[src/rtl/instr_register_ctrl_if.sv]
// Shared instruction types plus the requester/register/consumer bus.
// master: requesters and consumer; slave: instr_register_ctrl.
package instr_register_pkg;
  typedef enum logic [3:0] {
    ZERO, PASSA, PASSB, ADD, SUB, MULT, DIV, MOD
  } opcode_t;

  typedef logic signed [31:0] operand_t;
  typedef logic [4:0] address_t;

  typedef struct packed {
    opcode_t  opc;
    operand_t op_a;
    operand_t op_b;
  } instr_t;
endpackage

interface instr_register_ctrl_if;
  import instr_register_pkg::*;

  logic     req0_valid;
  logic     req0_ready;
  opcode_t  req0_opcode;
  operand_t req0_operand_a;
  operand_t req0_operand_b;

  logic     req1_valid;
  logic     req1_ready;
  opcode_t  req1_opcode;
  operand_t req1_operand_a;
  operand_t req1_operand_b;

  logic     load_en;
  address_t write_pointer;
  opcode_t  opcode;
  operand_t operand_a;
  operand_t operand_b;

  address_t read_pointer;
  logic     pop_valid;
  logic     pop;
  logic [5:0] count;

  modport master (
    output req0_valid, req0_opcode,
    output req0_operand_a, req0_operand_b,
    input  req0_ready,
    output req1_valid, req1_opcode,
    output req1_operand_a, req1_operand_b,
    input  req1_ready,
    input  load_en, write_pointer, opcode,
    input  operand_a, operand_b,
    input  read_pointer, pop_valid, count,
    output pop
  );

  modport slave (
    input  req0_valid, req0_opcode,
    input  req0_operand_a, req0_operand_b,
    output req0_ready,
    input  req1_valid, req1_opcode,
    input  req1_operand_a, req1_operand_b,
    output req1_ready,
    output load_en, write_pointer, opcode,
    output operand_a, operand_b,
    output read_pointer, pop_valid, count,
    input  pop
  );
endinterface

[src/rtl/instr_register_ctrl.sv]
// Write/read controller for the instruction register: arbitrates two
// requesters onto one write port, allocates circular addresses, and
// presents entries to one consumer in FIFO order.
// Ports: clk, reset_n (async, active-low), bus (slave modport):
//   req0/req1 valid/ready/opcode/operand_a/operand_b,
//   load_en/write_pointer/opcode/operand_a/operand_b (write stage),
//   read_pointer/pop_valid/pop/count (consumer side).
// Define INSTR_REGISTER_CTRL_STRICT_PRIO_EN for fixed priority
// (requester 0 wins ties); default is round-robin.
module instr_register_ctrl
  import instr_register_pkg::*;
#(
  parameter int DEPTH = 32
) (
  input logic clk,
  input logic reset_n,
  instr_register_ctrl_if.slave bus
);

  localparam address_t LastAddr = address_t'(DEPTH - 1);

  function automatic address_t nxt(address_t a);
    return (a == LastAddr) ? '0 : a + 5'd1;
  endfunction

  address_t   wr_ptr_q, wr_ptr_d;
  address_t   rd_ptr_q, rd_ptr_d;
  logic [5:0] count_q, count_d;
  logic       load_en_q, load_en_d;
  address_t   wp_q, wp_d;
  opcode_t    opc_q, opc_d;
  operand_t   a_q, a_d;
  operand_t   b_q, b_d;

  logic       sel0, sel1;
  logic       full;
  logic       grant0, grant1;
  logic       pop_fire;
  logic [6:0] used;

  // The pending write already owns a slot.
  assign used = 7'(count_q) + 7'(load_en_q);
  assign full = (used == 7'(DEPTH));

`ifdef INSTR_REGISTER_CTRL_STRICT_PRIO_EN
  assign sel0 = bus.req0_valid;
  assign sel1 = bus.req1_valid && !bus.req0_valid;
`else
  logic last_grant_q, last_grant_d;

  // On a tie the requester that did not win last time goes.
  assign sel0 = bus.req0_valid &&
                (!bus.req1_valid || last_grant_q);
  assign sel1 = bus.req1_valid &&
                (!bus.req0_valid || !last_grant_q);
`endif

  assign grant0   = sel0 && !full;
  assign grant1   = sel1 && !full;
  assign pop_fire = bus.pop && (count_q != '0);

  always_comb begin
    wr_ptr_d  = wr_ptr_q;
    rd_ptr_d  = rd_ptr_q;
    load_en_d = 1'b0;
    wp_d      = wp_q;
    opc_d     = opc_q;
    a_d       = a_q;
    b_d       = b_q;
`ifndef INSTR_REGISTER_CTRL_STRICT_PRIO_EN
    last_grant_d = last_grant_q;
`endif
    if (grant0 || grant1) begin
      load_en_d = 1'b1;
      wp_d      = wr_ptr_q;
      wr_ptr_d  = nxt(wr_ptr_q);
      opc_d     = grant1 ? bus.req1_opcode : bus.req0_opcode;
      a_d       = grant1 ? bus.req1_operand_a : bus.req0_operand_a;
      b_d       = grant1 ? bus.req1_operand_b : bus.req0_operand_b;
`ifndef INSTR_REGISTER_CTRL_STRICT_PRIO_EN
      last_grant_d = grant1;
`endif
    end
    if (pop_fire) begin
      rd_ptr_d = nxt(rd_ptr_q);
    end
    // Commit lands on the same edge the register captures the data.
    count_d = count_q + 6'(load_en_q) - 6'(pop_fire);
  end

  always_ff @(posedge clk or negedge reset_n) begin
    if (!reset_n) begin
      wr_ptr_q  <= '0;
      rd_ptr_q  <= '0;
      count_q   <= '0;
      load_en_q <= 1'b0;
      wp_q      <= '0;
      opc_q     <= ZERO;
      a_q       <= '0;
      b_q       <= '0;
`ifndef INSTR_REGISTER_CTRL_STRICT_PRIO_EN
      last_grant_q <= 1'b1;
`endif
    end else begin
      wr_ptr_q  <= wr_ptr_d;
      rd_ptr_q  <= rd_ptr_d;
      count_q   <= count_d;
      load_en_q <= load_en_d;
      wp_q      <= wp_d;
      opc_q     <= opc_d;
      a_q       <= a_d;
      b_q       <= b_d;
`ifndef INSTR_REGISTER_CTRL_STRICT_PRIO_EN
      last_grant_q <= last_grant_d;
`endif
    end
  end

  assign bus.req0_ready    = grant0;
  assign bus.req1_ready    = grant1;
  assign bus.load_en       = load_en_q;
  assign bus.write_pointer = wp_q;
  assign bus.opcode        = opc_q;
  assign bus.operand_a     = a_q;
  assign bus.operand_b     = b_q;
  assign bus.read_pointer  = rd_ptr_q;
  assign bus.pop_valid     = (count_q != '0);
  assign bus.count         = count_q;

endmodule

[src/flat_wrapper.sv]
// flat-port wrapper written by rule: the top's interface ports become plain ports
module instr_register_ctrl_flat import instr_register_pkg::*;
#(
  parameter int DEPTH = 32
)
  (clk, reset_n, bus_req0_valid, bus_req0_opcode, bus_req0_operand_a, bus_req0_operand_b, bus_req0_ready, bus_req1_valid, bus_req1_opcode, bus_req1_operand_a, bus_req1_operand_b, bus_req1_ready, bus_load_en, bus_write_pointer, bus_opcode, bus_operand_a, bus_operand_b, bus_read_pointer, bus_pop_valid, bus_count, bus_pop);
  instr_register_ctrl_if bus_i ();
  input logic clk;
  input logic reset_n;
  input wire logic [$bits(bus_i.req0_valid)-1:0] bus_req0_valid;
  input wire logic [$bits(bus_i.req0_opcode)-1:0] bus_req0_opcode;
  input wire logic [$bits(bus_i.req0_operand_a)-1:0] bus_req0_operand_a;
  input wire logic [$bits(bus_i.req0_operand_b)-1:0] bus_req0_operand_b;
  output wire logic [$bits(bus_i.req0_ready)-1:0] bus_req0_ready;
  input wire logic [$bits(bus_i.req1_valid)-1:0] bus_req1_valid;
  input wire logic [$bits(bus_i.req1_opcode)-1:0] bus_req1_opcode;
  input wire logic [$bits(bus_i.req1_operand_a)-1:0] bus_req1_operand_a;
  input wire logic [$bits(bus_i.req1_operand_b)-1:0] bus_req1_operand_b;
  output wire logic [$bits(bus_i.req1_ready)-1:0] bus_req1_ready;
  output wire logic [$bits(bus_i.load_en)-1:0] bus_load_en;
  output wire logic [$bits(bus_i.write_pointer)-1:0] bus_write_pointer;
  output wire logic [$bits(bus_i.opcode)-1:0] bus_opcode;
  output wire logic [$bits(bus_i.operand_a)-1:0] bus_operand_a;
  output wire logic [$bits(bus_i.operand_b)-1:0] bus_operand_b;
  output wire logic [$bits(bus_i.read_pointer)-1:0] bus_read_pointer;
  output wire logic [$bits(bus_i.pop_valid)-1:0] bus_pop_valid;
  output wire logic [$bits(bus_i.count)-1:0] bus_count;
  input wire logic [$bits(bus_i.pop)-1:0] bus_pop;
  assign bus_i.req0_valid = bus_req0_valid;
  assign bus_i.req0_opcode = bus_req0_opcode;
  assign bus_i.req0_operand_a = bus_req0_operand_a;
  assign bus_i.req0_operand_b = bus_req0_operand_b;
  assign bus_req0_ready = bus_i.req0_ready;
  assign bus_i.req1_valid = bus_req1_valid;
  assign bus_i.req1_opcode = bus_req1_opcode;
  assign bus_i.req1_operand_a = bus_req1_operand_a;
  assign bus_i.req1_operand_b = bus_req1_operand_b;
  assign bus_req1_ready = bus_i.req1_ready;
  assign bus_load_en = bus_i.load_en;
  assign bus_write_pointer = bus_i.write_pointer;
  assign bus_opcode = bus_i.opcode;
  assign bus_operand_a = bus_i.operand_a;
  assign bus_operand_b = bus_i.operand_b;
  assign bus_read_pointer = bus_i.read_pointer;
  assign bus_pop_valid = bus_i.pop_valid;
  assign bus_count = bus_i.count;
  assign bus_i.pop = bus_pop;
  instr_register_ctrl #(.DEPTH(DEPTH)) u_core (.clk(clk), .reset_n(reset_n), .bus(bus_i));
endmodule
[config.mk]
export PLATFORM = sky130hd
export DESIGN_NAME = instr_register_ctrl_flat
export DESIGN_NICKNAME = d
export VERILOG_FILES = /design/src/rtl/instr_register_ctrl_if.sv /design/src/rtl/instr_register_ctrl.sv /design/src/flat_wrapper.sv
export SDC_FILE = /design/constraint.sdc
export NUM_CORES = 1
export LEC_CHECK = 0
export CAP_MARGIN = 25
export CORE_ASPECT_RATIO = 2
export CORE_MARGIN = 10
export CORE_UTILIZATION = 55
export CTS_CLUSTER_DIAMETER = 60
export DETAILED_ROUTE_END_ITERATION = 8
export DONT_BUFFER_PORTS = 1
export GPL_ROUTABILITY_DRIVEN = 0
export PLACE_DENSITY_LB_ADDON = 0.05
export SYNTH_ARGS = -nofsm -noshare
export SYNTH_HDL_FRONTEND = slang
export SYNTH_SLANG_ARGS = --single-unit
[constraint.sdc]
create_clock -name clk -period 2.93 [get_ports clk]
set_input_delay 0.586 -clock clk [delete_from_list [all_inputs] [get_ports clk]]
set_output_delay 0.586 -clock clk [all_outputs]
set_load 0.02 [all_outputs]
==> PnR_summary.wiki <==
{| class="wikitable"
! Metric !! Value
|-
| Outcome || complete, no violations
|-
| Aggregate negative setup slack || 0 ns
|-
| CTS root buffer || clkbuf_16
|-
| Worst-case register-to-register setup slack || 0.41 ns
|-
| Reported net switching power || between 0.002 and 0.0025 W
|-
| Design internal power || 0.00318 W
|-
| Element type at the critical path start || flip-flop
|-
| Slowest stage cell on the critical path || dfrtp_1
|-
| Post-route clock period utilization || 0.959
|-
| Maximum number of pins on one net before global-route repair || 91
|-
| GRT Util Overall || 0.175
|-
| Cell total after placement || roughly 500
|-
| Area growth from synthesis to layout || 9.96%
|-
| Count of antenna-violating nets left after detailed routing || 0
|-
| Critical setup path kind || flip-flop to output port
|-
| Max-slew headroom || 0.645
|-
| Overall die height || approximately 150 um
|-
| Power density cells || around 1100 nW/um2
|-
| Number of different library cells in the post-synthesis netlist || 37
|-
| Maxcap violations || 0
|-
| First-pass iteration count of the detailed router || 4
|-
| Post-layout utilization of the core || 0.617
|-
| Drt via density || between 5 and 6
|-
| Crit path max fanout || 4
|-
| Number of DRC violations after detailed-routing iteration 0 || approximately 90
|-
| Synthesized net count || 581
|-
| Number of global-route vias before repair || 3290
|-
| CTS tree || done
|-
| Post-layout instance count excluding filler cells || about 520
|-
| Type of the most critical hold path || input port to async pin
|-
| Total number of yosys warnings || 0
|-
| Commonest cells after routing, fill and taps aside || dfrtp_1, nand2_1, o21ai_0
|-
| Mean instance size in the synthesized netlist || ~11 um2
|-
| Total CTS buffers || 9
|-
| Count of unresolved DRC violations after routing || 0
|-
| Die Footprint || roughly 12000 um2
|-
| Post-layout min period || between 2 and 3 ns
|-
| Max H-tree Level || 3
|-
| Part of the power in registers || 0.496
|-
| WP buf/inv || 0
|-
| Maximum buffer depth of the clock tree || 2
|-
| # Post-CTS Setup Buffers || 0
|-
| Worst Hold Margin || ~0.090 ns
|-
| Data required time at the worst endpoint || around 2.3 ns
|-
| Worst clock skew on the final layout || 0.00561 ns
|-
| DRT Wirelength || between 10 and 15 mm
|-
| Peak ir drop on the vdd network || 0.581 mV
|-
| Core Footprint || 7940 um2
|-
| Logic gate share of total power || 0.275
|-
| Maximum cell stage delay along the critical path || between 0.4 and 0.5 ns
|-
| Clock tree sinks || 91
|-
| Post-synthesis cell count || ~420
|-
| Setup repair after global routing missed its margin || false
|-
| Half-perimeter wire length after detailed placement || 8.69 mm
|-
| GR Overflow Total || 0
|-
| Number of antenna cells inserted || 0
|-
| First-pass GRT wire length || roughly 17 mm
|-
| Die Width || between 80 and 90 um
|-
| Highest achievable clock rate || 0.356 GHz
|-
| Leading cell type in the layout, fill and taps excluded || dfrtp_1
|-
| Post-synthesis cell area || around 4500 um2
|-
| Cells along the critical path || ha_1 -> ha_1 -> and4b_1 -> o211ai_2 -> a21oi_1 -> nand2b_1 -> nor2b_4
|-
| Sequential share of the synthesized area || 0.511
|-
| Part of the total power dissipated in the clock network || 0.229
|-
| Reg-to-reg endpoint || u_core.bus.operand_b[22]
|-
| Number of nets in the layout || between 500 and 600
|-
| WP data arrival || around 2.2 ns
|-
| Ratio of cells with drive above 1 in the final layout || 0.0924
|-
| # rows || 46
|-
| R2r worst-path depth || 7
|-
| Kind of end point of the critical path || output port
|-
| Cell family with the largest share of critical-path delay || simple AND/OR/NAND/NOR gates
|-
| Leakage || between 2 and 2.5 nW
|-
| Transition time at the pin with the least slew margin || between 0.5 and 0.6 ns
|-
| Initial antenna violation count || 0
|-
| I/O Buffers || 0
|-
| Most frequent cell on the critical path || ha_1
|-
| I/O Pins || around 230
|-
| Post-synthesis register bit count || 91
|-
| Setup Viol. Count Final || 0
|-
| Final Hold Viols || 0
|-
| Number of inserted filler cells in the final layout || around 700
|-
| Switching share of power || 0.415
|-
| Worst r2r src || u_core.bus.load_en
|-
| Total via count after detailed routing || 2918
|-
| Final number of max-transition violations || 0
|-
| Routed length per instance || between 20 and 25 um
|-
| Clock insertion delay at the later pin of the skew report || ~0.33 ns
|-
| Starting density of the core || 0.561
|-
| Clock-pin slew on the worst setup and hold paths || ~0.06 ns
|}
[power groups by stage]
stage / clock network [W] / logic [W] / registers (W)
after detailed placement: 0 / 0.00149 / 0.00275
after floorplan: 0 / 0.00115 / 0.00261
final: 0.00124 / 0.00149 / 0.00270
after global placement: 0 / 0.00143 / 0.00274
after CTS: 0.00127 / 0.00152 / 0.00273
after global routing: 0.00133 / 0.00171 / 0.00277
[registers in the layout, summed over array words and instances (netlist names)]
name,cells
u_core.bus.operand_b,32
u_core.bus.write_pointer,5
u_core.bus.operand_a,32
u_core.bus.read_pointer,5
u_core.bus.opcode,4
u_core.bus.count,6
u_core.last_grant_q,1
u_core.bus.load_en,1
u_core.wr_ptr_q,5
[metal layers]
metal / vias to the layer above / wire length (um) / share of wire / GRT usage
met5: - / 0 / 0 / 0
met4: 0 / 223 / 0.020 / 0.0690
met3: 14 / 1020 / 0.092 / 0.0819
met2: 129 / 6130 / 0.55 / 0.315
met1: 1332 / 3700 / 0.33 / 0.166
li1: 1443 / - / - / -
[cell families after synthesis]
| kind of cell | Yosys count | synth area share |
|---|---|---|
| compound gates | 89 | 0.108 |
| xor+xnor | 5 | 0.00982 |
| fa+ha+maj | 19 | 0.0550 |
| buf+inv | 38 | 0.0435 |
| flops | 91 | 0.511 |
| mux | 76 | 0.173 |
| simple gates | 103 | 0.0994 |
[worst max-delay path by stage]
stage | cells past startpoint | to | start
4_1_cts | 7 | bus_req0_ready | u_core.bus.count[0]
3_5_place_dp | 7 | bus_req0_ready | u_core.bus.count[0]
2_1_floorplan | 15 | u_core.bus.count[4] | u_core.bus.count[3]
6_report | 7 | bus_req0_ready | u_core.bus.load_en
5_1_grt | 7 | bus_req0_ready | u_core.bus.load_en
3_3_place_gp | 7 | bus_req0_ready | u_core.bus.count[0]
[worst register-to-register path: cells and delay by family (launching register included)]
kind / cells / cell delay (ns)
compound gates: 3 / 0.66
xor+xnor: 1 / 0.22
fa+ha+maj: 2 / 0.51
buf+inv: 1 / 0.50
flops: 1 / 0.48
[Yosys cell counts]
| library cell | n | area share |
|---|---|---|
| nand4bb_1 | 1 | 0.0025 |
| nor4_1 | 1 | 0.0014 |
| o22a_1 | 1 | 0.0020 |
| clkbuf_1 | 5 | 0.0042 |
| a21o_1 | 2 | 0.0034 |
| or4b_1 | 1 | 0.0022 |
| o2bb2ai_1 | 1 | 0.0020 |
| nor3_1 | 2 | 0.0022 |
| buf_6 | 4 | 0.010 |
| xnor2_1 | 3 | 0.0059 |
| nand2b_1 | 3 | 0.0042 |
| mux2i_1 | 68 | 0.15 |
| buf_2 | 13 | 0.015 |
| o211ai_2 | 1 | 0.0028 |
| nand2_1 | 78 | 0.066 |
| mux2_2 | 8 | 0.020 |
| inv_1 | 14 | 0.012 |
| buf_4 | 1 | 0.0017 |
| nor2b_1 | 3 | 0.0042 |
| xor2_1 | 2 | 0.0039 |
| a221o_1 | 1 | 0.0022 |
| clkbuf_2 | 1 | 0.0011 |
| and4b_1 | 2 | 0.0045 |
| nand4_1 | 1 | 0.0014 |
| ha_1 | 18 | 0.051 |
| o21ai_1 | 2 | 0.0022 |
| a22oi_2 | 1 | 0.0028 |
| dfrtp_1 | 90 | 0.51 |
| nor2_1 | 7 | 0.0059 |
| a21boi_0 | 1 | 0.0017 |
| o21bai_1 | 1 | 0.0017 |
| dfstp_2 | 1 | 0.0059 |
| fa_1 | 1 | 0.0045 |
| a21oi_1 | 7 | 0.0079 |
| nand3_1 | 2 | 0.0022 |
| o21ai_0 | 71 | 0.080 |
| and3_1 | 2 | 0.0028 |
[area by class of cell]
cell class              instances  area [um2]  area share
clock buffers                  10         239      0.0487
flip-flops and latches         91        2280       0.465
inverters                      14        52.6      0.0107
repair buffers                 10         120      0.0245
clock inverters                 5        86.3      0.0176
multi-input cells             292        2000       0.409
well taps                      96         120      0.0245
[stage by stage]
stage / area (um2) / total power [W] / worst slack, ns
floorplan: 4460 / 0.00376 / 0.216
global placement: 4540 / 0.00417 / 0.345
detailed placement: 4540 / 0.00423 / 0.320
CTS: 4900 / 0.00552 / 0.0436
global route: 4900 / 0.00582 / 0.0122
finish: 4900 / 0.00544 / 0.120
[timing repair]
item | CTS | global route
setup endpoints to repair | 1 | 1
hold buffers | 1 | 0
endpoints found under the hold margin | 90 | 0
resized for setup | 1 | 2
cloned | 0 | 0
(Power assumes the default switching activity.)
